==> config.mk <==
export PLATFORM = sky130hd
export DESIGN_NAME = coin_change_dispenser
export DESIGN_NICKNAME = d
export VERILOG_FILES = /design/src/rtl/coin_change_dispenser.sv
export SDC_FILE = /design/constraint.sdc
export NUM_CORES = 1
export LEC_CHECK = 0
export ABC_AREA = 1
export BUFFER_PORTS_ARGS = -buffer_cell sky130_fd_sc_hd__clkbuf_2
export CORE_ASPECT_RATIO = 1.2
export CORE_UTILIZATION = 28
export CTS_CLUSTER_DIAMETER = 120
export DETAILED_ROUTE_END_ITERATION = 7
export SLEW_MARGIN = 0
export SYNTH_ARGS = -nofsm -noshare
export SYNTH_HDL_FRONTEND = slang
export SYNTH_SLANG_ARGS = --single-unit
==> constraint.sdc <==
create_clock -name clk -period 4.95 [get_ports clk]
set_clock_uncertainty 0.2 [all_clocks]
set_input_delay 0.2475 -clock clk [delete_from_list [all_inputs] [get_ports clk]]
set_output_delay 0.2475 -clock clk [all_outputs]
set_load 0.01 [all_outputs]
==> src/rtl/coin_change_dispenser.sv <==
// coin_change_dispenser
//   Payout side of the coin interface. Takes a change request (in 1-unit
//   coin values), pays it out greedily (2-unit coins first, falling back to
//   1-unit coins) by pulsing one hopper eject line per coin and waiting for
//   the hopper ack. Tracks on-board stock for both coin types. A missing
//   ack parks the block in FAULT until 'clear'.
//
//   Optional feature: define COIN_CHANGE_STATS_EN to build the lifetime
//   total_paid counter (16-bit, wraps, cleared only by reset). Without it
//   total_paid is tied to zero.
//
// Ports
//   clk, reset            rising-edge clock, asynchronous active-high reset
//   req_valid/req_amount  change request; accepted when req_ready (IDLE)
//   req_ready             high only in IDLE
//   eject1/eject2         one-cycle eject pulse for a 1-/2-unit coin
//   hopper_ack            hopper confirms the last ejected coin
//   refill                reload both stock counters to INIT values
//   clear                 leave FAULT
//   done                  one-cycle pulse when a payout finishes
//   short/paid            payout incomplete flag / amount paid; held to next accept
//   fault                 high in FAULT
//   stock1/stock2         current coin stock
//   total_paid            lifetime units paid (COIN_CHANGE_STATS_EN)
module coin_change_dispenser #(
  parameter int AMT_W       = 4,
  parameter int CNT_W       = 4,
  parameter int INIT_C1     = 8,
  parameter int INIT_C2     = 8,
  parameter int ACK_TIMEOUT = 15
) (
  input  logic             clk,
  input  logic             reset,
  input  logic             req_valid,
  input  logic [AMT_W-1:0] req_amount,
  output logic             req_ready,
  output logic             eject1,
  output logic             eject2,
  input  logic             hopper_ack,
  input  logic             refill,
  input  logic             clear,
  output logic             done,
  output logic             short,
  output logic [AMT_W-1:0] paid,
  output logic             fault,
  output logic [CNT_W-1:0] stock1,
  output logic [CNT_W-1:0] stock2,
  output logic [15:0]      total_paid
);

  localparam logic [AMT_W-1:0] L_AMT_ONE = AMT_W'(1);
  localparam logic [AMT_W-1:0] L_AMT_TWO = AMT_W'(2);
  localparam logic [CNT_W-1:0] L_STK_ONE = CNT_W'(1);
  localparam logic [CNT_W-1:0] L_INIT_C1 = CNT_W'(INIT_C1);
  localparam logic [CNT_W-1:0] L_INIT_C2 = CNT_W'(INIT_C2);
  localparam logic [3:0]       L_TIMEOUT = 4'(ACK_TIMEOUT);

  typedef enum logic [2:0] {
    S_IDLE,
    S_SEL,
    S_EJECT,
    S_WAIT_ACK,
    S_DONE,
    S_FAULT
  } state_t;

  state_t           r_state;
  state_t           w_next_state;
  logic [AMT_W-1:0] r_remaining;
  logic [AMT_W-1:0] r_paid;
  logic             r_short;
  logic             r_coin2;     // coin in flight is a 2-unit coin
  logic [3:0]       r_ack_cnt;
  logic [CNT_W-1:0] r_stock1;
  logic [CNT_W-1:0] r_stock2;

  logic             w_accept;
  logic             w_pick2;
  logic             w_pick1;
  logic             w_finish;
  logic             w_ack_ok;
  logic             w_dec1;
  logic             w_dec2;
  logic [AMT_W-1:0] w_coin;

  // NOTE: every output and decision signal gets a default before the case,
  // so no path leaves one unassigned and no latch is inferred.
  always_comb begin
    w_next_state = r_state;
    req_ready    = 1'b0;
    eject1       = 1'b0;
    eject2       = 1'b0;
    done         = 1'b0;
    fault        = 1'b0;
    w_accept     = 1'b0;
    w_pick2      = 1'b0;
    w_pick1      = 1'b0;
    w_finish     = 1'b0;
    w_ack_ok     = 1'b0;
    case (r_state)
      S_IDLE: begin
        req_ready = 1'b1;
        if (req_valid) begin
          w_accept     = 1'b1;
          w_next_state = S_SEL;
        end
      end
      S_SEL: begin
        // Greedy choice: a coin is only picked if it fits in what is left,
        // so remaining can never underflow.
        if (r_remaining >= L_AMT_TWO && r_stock2 != '0) begin
          w_pick2      = 1'b1;
          w_next_state = S_EJECT;
        end else if (r_remaining != '0 && r_stock1 != '0) begin
          w_pick1      = 1'b1;
          w_next_state = S_EJECT;
        end else begin
          w_finish     = 1'b1;
          w_next_state = S_DONE;
        end
      end
      S_EJECT: begin
        eject2       = r_coin2;
        eject1       = ~r_coin2;
        w_next_state = S_WAIT_ACK;
      end
      S_WAIT_ACK: begin
        // An ack on the last allowed cycle still counts.
        if (hopper_ack) begin
          w_ack_ok     = 1'b1;
          w_next_state = S_SEL;
        end else if (r_ack_cnt == L_TIMEOUT) begin
          w_next_state = S_FAULT;
        end
      end
      S_DONE: begin
        done         = 1'b1;
        w_next_state = S_IDLE;
      end
      S_FAULT: begin
        fault = 1'b1;
        if (clear) w_next_state = S_IDLE;
      end
      default: w_next_state = S_IDLE;
    endcase
  end

  // NOTE: sequential state uses non-blocking assignments so every register
  // samples the pre-edge values, independent of statement order.
  always_ff @(posedge clk or posedge reset) begin
    if (reset) r_state <= S_IDLE;
    else       r_state <= w_next_state;
  end

  assign w_coin = r_coin2 ? L_AMT_TWO : L_AMT_ONE;
  assign w_dec1 = w_ack_ok & ~r_coin2;
  assign w_dec2 = w_ack_ok & r_coin2;

  always_ff @(posedge clk or posedge reset) begin
    if (reset) begin
      r_remaining <= '0;
      r_paid      <= '0;
      r_short     <= 1'b0;
      r_coin2     <= 1'b0;
      r_ack_cnt   <= '0;
    end else begin
      if (w_accept) begin
        r_remaining <= req_amount;
        r_paid      <= '0;
        r_short     <= 1'b0;
      end else if (w_ack_ok) begin
        r_remaining <= r_remaining - w_coin;
        r_paid      <= r_paid + w_coin;
      end

      if (w_pick2)      r_coin2 <= 1'b1;
      else if (w_pick1) r_coin2 <= 1'b0;

      // Leaving SEL with nothing payable: short if anything is still owed.
      if (w_finish) r_short <= (r_remaining != '0);

      // Saturate at the limit; WAIT_ACK leaves for FAULT on that cycle.
      if (r_state == S_EJECT)
        r_ack_cnt <= '0;
      else if (r_state == S_WAIT_ACK && !hopper_ack && r_ack_cnt != L_TIMEOUT)
        r_ack_cnt <= r_ack_cnt + 4'd1;
    end
  end

  // Refill wins over the old count, but an ack on the same edge still
  // consumes one coin from the freshly loaded stock.
  always_ff @(posedge clk or posedge reset) begin
    if (reset) begin
      r_stock1 <= L_INIT_C1;
      r_stock2 <= L_INIT_C2;
    end else begin
      if (refill)      r_stock1 <= w_dec1 ? L_INIT_C1 - L_STK_ONE : L_INIT_C1;
      else if (w_dec1) r_stock1 <= r_stock1 - L_STK_ONE;

      if (refill)      r_stock2 <= w_dec2 ? L_INIT_C2 - L_STK_ONE : L_INIT_C2;
      else if (w_dec2) r_stock2 <= r_stock2 - L_STK_ONE;
    end
  end

`ifdef COIN_CHANGE_STATS_EN
  logic [15:0] r_total;

  always_ff @(posedge clk or posedge reset) begin
    if (reset)         r_total <= '0;
    else if (w_ack_ok) r_total <= r_total + 16'(w_coin);
  end

  assign total_paid = r_total;
`else
  assign total_paid = 16'd0;
`endif

  assign short  = r_short;
  assign paid   = r_paid;
  assign stock1 = r_stock1;
  assign stock2 = r_stock2;

endmodule

==> flow_metrics.env, run 1 <==
export IMPL_n_fill_cell=614
export IMPL_ys_seq_area_frac=0.3794
export IMPL_numCtsBuffers=3
export IMPL_cap_violations=0
export IMPL_antenna_found_initial=0
export IMPL_cts_sinks=25
export IMPL_fin_nets=267
export IMPL_grt_overflow_total=0
export IMPL_clk_latency_ns=0.27
export IMPL_dr_pass1_iters=4
export IMPL_ctsResizeCount=0
export IMPL_n_antenna_cell=0
export IMPL_grt_pass1_vias=1229
export IMPL_max_stage_delay_ns=0.49
export IMPL_fp_dieW_um=72.19
export IMPL_vias_per_cell=4.242
export IMPL_path_clk_slew_ns=0.09
export IMPL_dp_hpwl_um=2562
export IMPL_place_gp_congestion=0.7189
export IMPL_yosysWarningCount=0
export IMPL_ir_worst_vdd_mv=0.1868
export IMPL_cp_required_ns=4.91
export IMPL_clk_path_buf_depth=2
export IMPL_io_pins=44
export IMPL_violations="negative hold slack"
export IMPL_die_area_mm2=0.006225
export IMPL_gr_usage_all_layers=0.1112
export IMPL_drive_gt1_frac=0.1579
export IMPL_mostFrequentLayoutCell="nand2_1"
export IMPL_ff_latch_area_um2=628.1
export IMPL_synth_cell_types=27
export IMPL_powerDensity_mw_per_mm2=559.4
export IMPL_arrival_ns=1.92
export IMPL_synthCells=218
export IMPL_p_leak_uw=0.001035
export IMPL_max_slew_margin=0.3584
export IMPL_start_util=0.2921
export IMPL_cts_max_level=1
export IMPL_wl_per_cell_um=10.16
export IMPL_drt_initial_drc_count=69
export IMPL_hold_viol_final=23
export IMPL_finalSetupViolations=0
export IMPL_path_delay_family="adder cells"
export IMPL_worstSetupPathType="flop to flop"
export IMPL_cts_setup_buffers=0
export IMPL_drc_errors=0
export IMPL_endpoint_kind="flop"
export IMPL_areaGrowthSynthToFinish_pct=12.70
export IMPL_start_kind="flop"
export IMPL_cp_common_cell="inv_1"
export IMPL_fmax_mhz=510.5
export IMPL_slowest_stage="dfrtp_1"
export IMPL_cts_tree="yes"
export IMPL_final_cell_mix="nand2_1 (53), inv_1 (35), clkbuf_2 (27), dfrtp_1 (23), nor2_1 (20)"
export IMPL_grt_first_pass_wirelength_um=5416
export IMPL_cts_root_buf="clkbuf_8"
export IMPL_die_h_um=86.23
export IMPL_multi_input_area_um2=820.8
export IMPL_io_buffers=27
export IMPL_hold_class="primary input to asynchronous set/reset pin"
export IMPL_cts_hold_buf=0
export IMPL_route_final_wire_length_um=3321
export IMPL_coreArea_mm2=0.005668
export IMPL_ys_ff_latch=25
export IMPL_slew_violations=0
export IMPL_tns_ns=0
export IMPL_path_cells="inv_1 > ha_1 > fa_1 > inv_1 > o21ai_0 > o211ai_1 > nand2_1"
export IMPL_rsz0062_at_grt="false"
export IMPL_worst_pin_slew_ns=0.9613
export IMPL_crit_buf_inv=2
export IMPL_dp_cells=323
export IMPL_status="finished with violations"
export IMPL_whs_ns=-0.02640
export IMPL_post_route_period_util=0.3957
export IMPL_path_max_fanout=7
export IMPL_p_total_uw=1044
export IMPL_fin_crit_ns=1.959
export IMPL_grt_max_degree=26
export IMPL_reg2reg_depth=7
export IMPL_netlist_area_mm2=0.001655
export IMPL_crit_cells=7
export IMPL_final_cells=327
export IMPL_syn_avg_cell_area_um2=7.593
export IMPL_row_count=30
export IMPL_num_vias=1387
export IMPL_ant_nets=0
==> where the power goes <==
part           internal [uW]  total [uW]  switching, uW
clock                   56.3         123           66.6
combinational            205         542            337
sequential               289         379           89.7
==> cell usage after synthesis <==
cell / n / area share
nor3_1: 3 / 0.0091
clkinv_1: 1 / 0.0023
o22ai_1: 3 / 0.011
nand3_2: 1 / 0.0060
nand2_1: 53 / 0.12
conb_1: 1 / 0.0023
or2_2: 1 / 0.0038
nand2_4: 1 / 0.0068
buf_4: 17 / 0.077
nor2_1: 20 / 0.045
nand3_1: 16 / 0.048
nand4_1: 3 / 0.011
fa_1: 2 / 0.024
xor2_1: 4 / 0.021
inv_1: 35 / 0.079
nor2_2: 1 / 0.0038
o31ai_1: 1 / 0.0045
nor3b_1: 1 / 0.0045
o211ai_1: 3 / 0.014
o21ai_0: 15 / 0.045
nand3b_1: 1 / 0.0045
dfrtp_1: 23 / 0.35
nand4_4: 1 / 0.013
ha_1: 7 / 0.053
a21oi_1: 1 / 0.0030
nor2_4: 1 / 0.0068
dfstp_2: 2 / 0.032
==> registers in the layout, summed over array words and instances, names as in the netlist <==
name	flops
r_coin2	1
stock2	4
r_remaining	4
short	1
r_state	3
r_ack_cnt	4
stock1	4
paid	4
==> layout make-up <==
cell class,instances,share of cell area
multi-input cells,155,0.4400
flip-flops and latches,25,0.3367
repair buffers,27,0.07243
inverters,36,0.07243
well taps,80,0.05366
clock buffers,3,0.02213
clock inverters,1,0.002683
==> metrics by stage <==
stage / cell area (um^2) / setup WS (ns) / util / hold slack [ns]
after global routing: 1866 / 2.851 / 0.3291 / 0.06945
after detailed placement: 1819 / 2.955 / 0.3210 / 0.2955
after global placement: 1819 / 3.043 / 0.3210 / 0.2842
after CTS: 1866 / 2.957 / 0.3291 / 0.01724
after floorplan: 1712 / 3.130 / - / 0.07334
final: 1866 / 2.991 / 0.3291 / -0.02640
==> cells by family (layout without fill, tap and decap cells) <==
| family | Yosys count | in the layout | synth area share |
|---|---|---|---|
| fa+ha+maj | 9 | 9 | 0.07710 |
| buf+inv | 53 | 67 | 0.1587 |
| simple gates | 103 | 103 | 0.2835 |
| xor+xnor | 4 | 4 | 0.02116 |
| flops | 25 | 25 | 0.3794 |
| compound gates | 23 | 23 | 0.07785 |
| other cells | 1 | 16 | 0.002265 |
==> worst paths after layout <==
check / startpoint / endpoint / slack, ns
setup / recovery: r_coin2$_DFFE_PP0P_ / r_remaining[2]$_DFFE_PP0P_ / 2.99
hold / removal: reset / stock1[0]$_DFFE_PP0P_ / -0.03
setup reg to reg: r_coin2$_DFFE_PP0P_ / r_remaining[2]$_DFFE_PP0P_ / 2.99
hold reg to reg: r_ack_cnt[1]$_DFFE_PP0P_ / r_ack_cnt[1]$_DFFE_PP0P_ / 0.31
max in group asynchronous: reset / paid[2]$_DFFE_PP0P_ / 4.00
min in group clk: req_amount[0] / r_remaining[0]$_DFFE_PP0P_ / 0.06
==> routing by layer <==
layer / part of all wire / GRT usage / wire length [um]
met2: 0.49 / 0.1886 / 1620
met5: 0 / 0 / 0
met3: 0.042 / 0.01512 / 139
met4: 0.0072 / 0.03209 / 24
met1: 0.46 / 0.1470 / 1536
Note: power is estimated with default switching activity, not from simulation.
==> run 2, diff against run 1 <==
==> constraint.sdc (replaced) <==
create_clock -name clk -period 1.95 [get_ports clk]
set_clock_uncertainty 0.2 [all_clocks]
set_input_delay 0.0975 -clock clk [delete_from_list [all_inputs] [get_ports clk]]
set_output_delay 0.0975 -clock clk [all_outputs]
set_load 0.01 [all_outputs]
==> run 2 against run 1 <==
Compared with the run above: the flow now finishes without violations; sequential power up 150%; sequential share of layout area down 1.6 points; clock-buffer cell count up 1; die area unchanged; combinational power rose to 2.7 times the previous value; power rose to 2.6 times the previous value; first-iteration DRC count down 51%; clock power rose to 2.5 times the previous value; worst setup slack worse by 2.8 ns; flip-flop and latch count unchanged; critical path type is now flop to primary output; largest power group unchanged.
==> flow_metrics.env, run 2 (synthesized netlist as in run 1, its figures left out) <==
export IMPL_routed_top_layer="met4"
export IMPL_dr_pass1_iters=4
export IMPL_rsz0062_at_grt="false"
export IMPL_drive_gt1_frac=0.1595
export IMPL_whs_ns=0.04016
export IMPL_cts_tree="yes"
export IMPL_final_cell_mix="nand2_1 (53), inv_1 (35), clkbuf_2 (27), dfrtp_1 (23), nor2_1 (20)"
export IMPL_dp_cells=326
export IMPL_io_buffers=27
export IMPL_fmax_mhz=572.4
export IMPL_fin_nets=277
export IMPL_rr_startpoint="r_state[1]$_DFFE_PP0P_"
export IMPL_place_ws_ns=0.2335
export IMPL_row_count=30
export IMPL_status="finished clean"
export IMPL_n_antenna_cell=0
export IMPL_worstSetupPathType="flop to primary output"
export IMPL_finalSetupViolations=0
export IMPL_mostFrequentLayoutCell="nand2_1"
export IMPL_antenna_found_initial=0
export IMPL_p_total_uw=2695
export IMPL_vias_per_cell=4.196
export IMPL_powerDensity_mw_per_mm2=1377
export IMPL_areaGrowthSynthToFinish_pct=18.22
export IMPL_final_cells=337
export IMPL_path_clk_slew_ns=0.09
export IMPL_start_kind="flop"
export IMPL_start_util=0.2921
export IMPL_arrival_ns=1.45
export IMPL_die_area_mm2=0.006225
export IMPL_coreArea_mm2=0.005668
export IMPL_grt_max_degree=26
export IMPL_drc_errors=0
export IMPL_ir_worst_vdd_mv=0.4342
export IMPL_hold_viol_final=0
export IMPL_route_met3_wl_um=93
export IMPL_ctsResizeCount=0
export IMPL_layout_setup_ws_ns=0.2029
export IMPL_dp_hpwl_um=2557
export IMPL_fin_crit_ns=1.747
export IMPL_worstHoldStart="hopper_ack"
export IMPL_clk_path_buf_depth=2
export IMPL_cts_max_level=1
export IMPL_slew_violations=0
export IMPL_hold_class="primary input to flop"
export IMPL_wl_per_cell_um=9.985
export IMPL_ant_nets=0
export IMPL_die_h_um=86.23
export IMPL_post_route_period_util=0.8959
export IMPL_p_leak_uw=0.001076
export IMPL_cap_violations=0
export IMPL_drt_initial_drc_count=34
export IMPL_fp_dieW_um=72.19
export IMPL_grt_overflow_total=0
export IMPL_place_gp_congestion=0.7833
export IMPL_route_final_wire_length_um=3365
export IMPL_io_pins=44
export IMPL_numCtsBuffers=3
export IMPL_drt_met1_wl_um=1626
export IMPL_tns_ns=0
export IMPL_routed_wl_met2_um=1614
export IMPL_cts_sinks=25
export IMPL_clk_latency_ns=0.27
export IMPL_cts_hold_buf=7
export IMPL_n_fill_cell=628
export IMPL_grt_pass1_vias=1369
export IMPL_path_max_fanout=6
export IMPL_cts_root_buf="clkbuf_8"
export IMPL_cts_setup_buffers=0
export IMPL_num_vias=1414
export IMPL_gr_usage_all_layers=0.1218
export IMPL_cp_required_ns=1.65
export IMPL_cp_startpoint="r_state[1]$_DFFE_PP0P_"
export IMPL_grt_first_pass_wirelength_um=6023
export IMPL_endpoint_kind="primary output"
-- run 2: cell types whose count changed in the layout (fill, tap and decap cells not counted) --
cell / previous run / this run
dlygate4sd3_1: 0 / 7
buf_4: 0 / 3
clkbuf_1: 0 / 1
clkinv_2: 1 / 0
-- run 2: final cells by class --
cell class                 count  area (um^2)  area share
multi-input combinational    155        820.8      0.4194
sequential                    25        628.1      0.3210
timing repair buffer          37        227.7      0.1164
inverter                      36        135.1     0.06905
tap                           80        100.1     0.05115
clock buffer                   4        45.04     0.02302
-- run 2: power by group --
group	switching [uW]	internal [uW]
clock network	165	146
logic	891	551
registers	207	734
-- run 2: critical path, stage by stage, from the launching register on --
cell and delay (ns):
dfrtp_1 0.47, inv_1 0.09, nor3_1 0.19, inv_1 0.14
nor2_1 0.14, clkbuf_2 0.15
-- run 2: worst paths after layout --
kind                                                    to  slack, ns  cells past startpoint
worst max register to register  r_remaining[3]$_DFFE_PP0P_       0.22                      7
min in group asynchronous            stock1[0]$_DFFE_PP0P_       0.20                      4
max in group asynchronous            stock2[3]$_DFFE_PP1P_       1.06                      4
worst min-delay path                r_state[2]$_DFFE_PP0P_       0.04                      6
worst min register to register           short$_DFFE_PP0P_       0.31                      2
worst max-delay path                                eject1       0.20                      5
-- run 2: metal layers --
metal  up-vias  track usage
met3         2      0.01512
met5         -            0
met2        28       0.2099
li1        735            -
met4         0      0.04278
met1       649       0.1562
-- run 2: per-stage QoR --
stage	util	instance area, um^2
after floorplan	-	1712
after global placement	0.3249	1842
after detailed placement	0.3249	1842
after CTS	0.3453	1957
after global routing	0.3453	1957
final	0.3453	1957
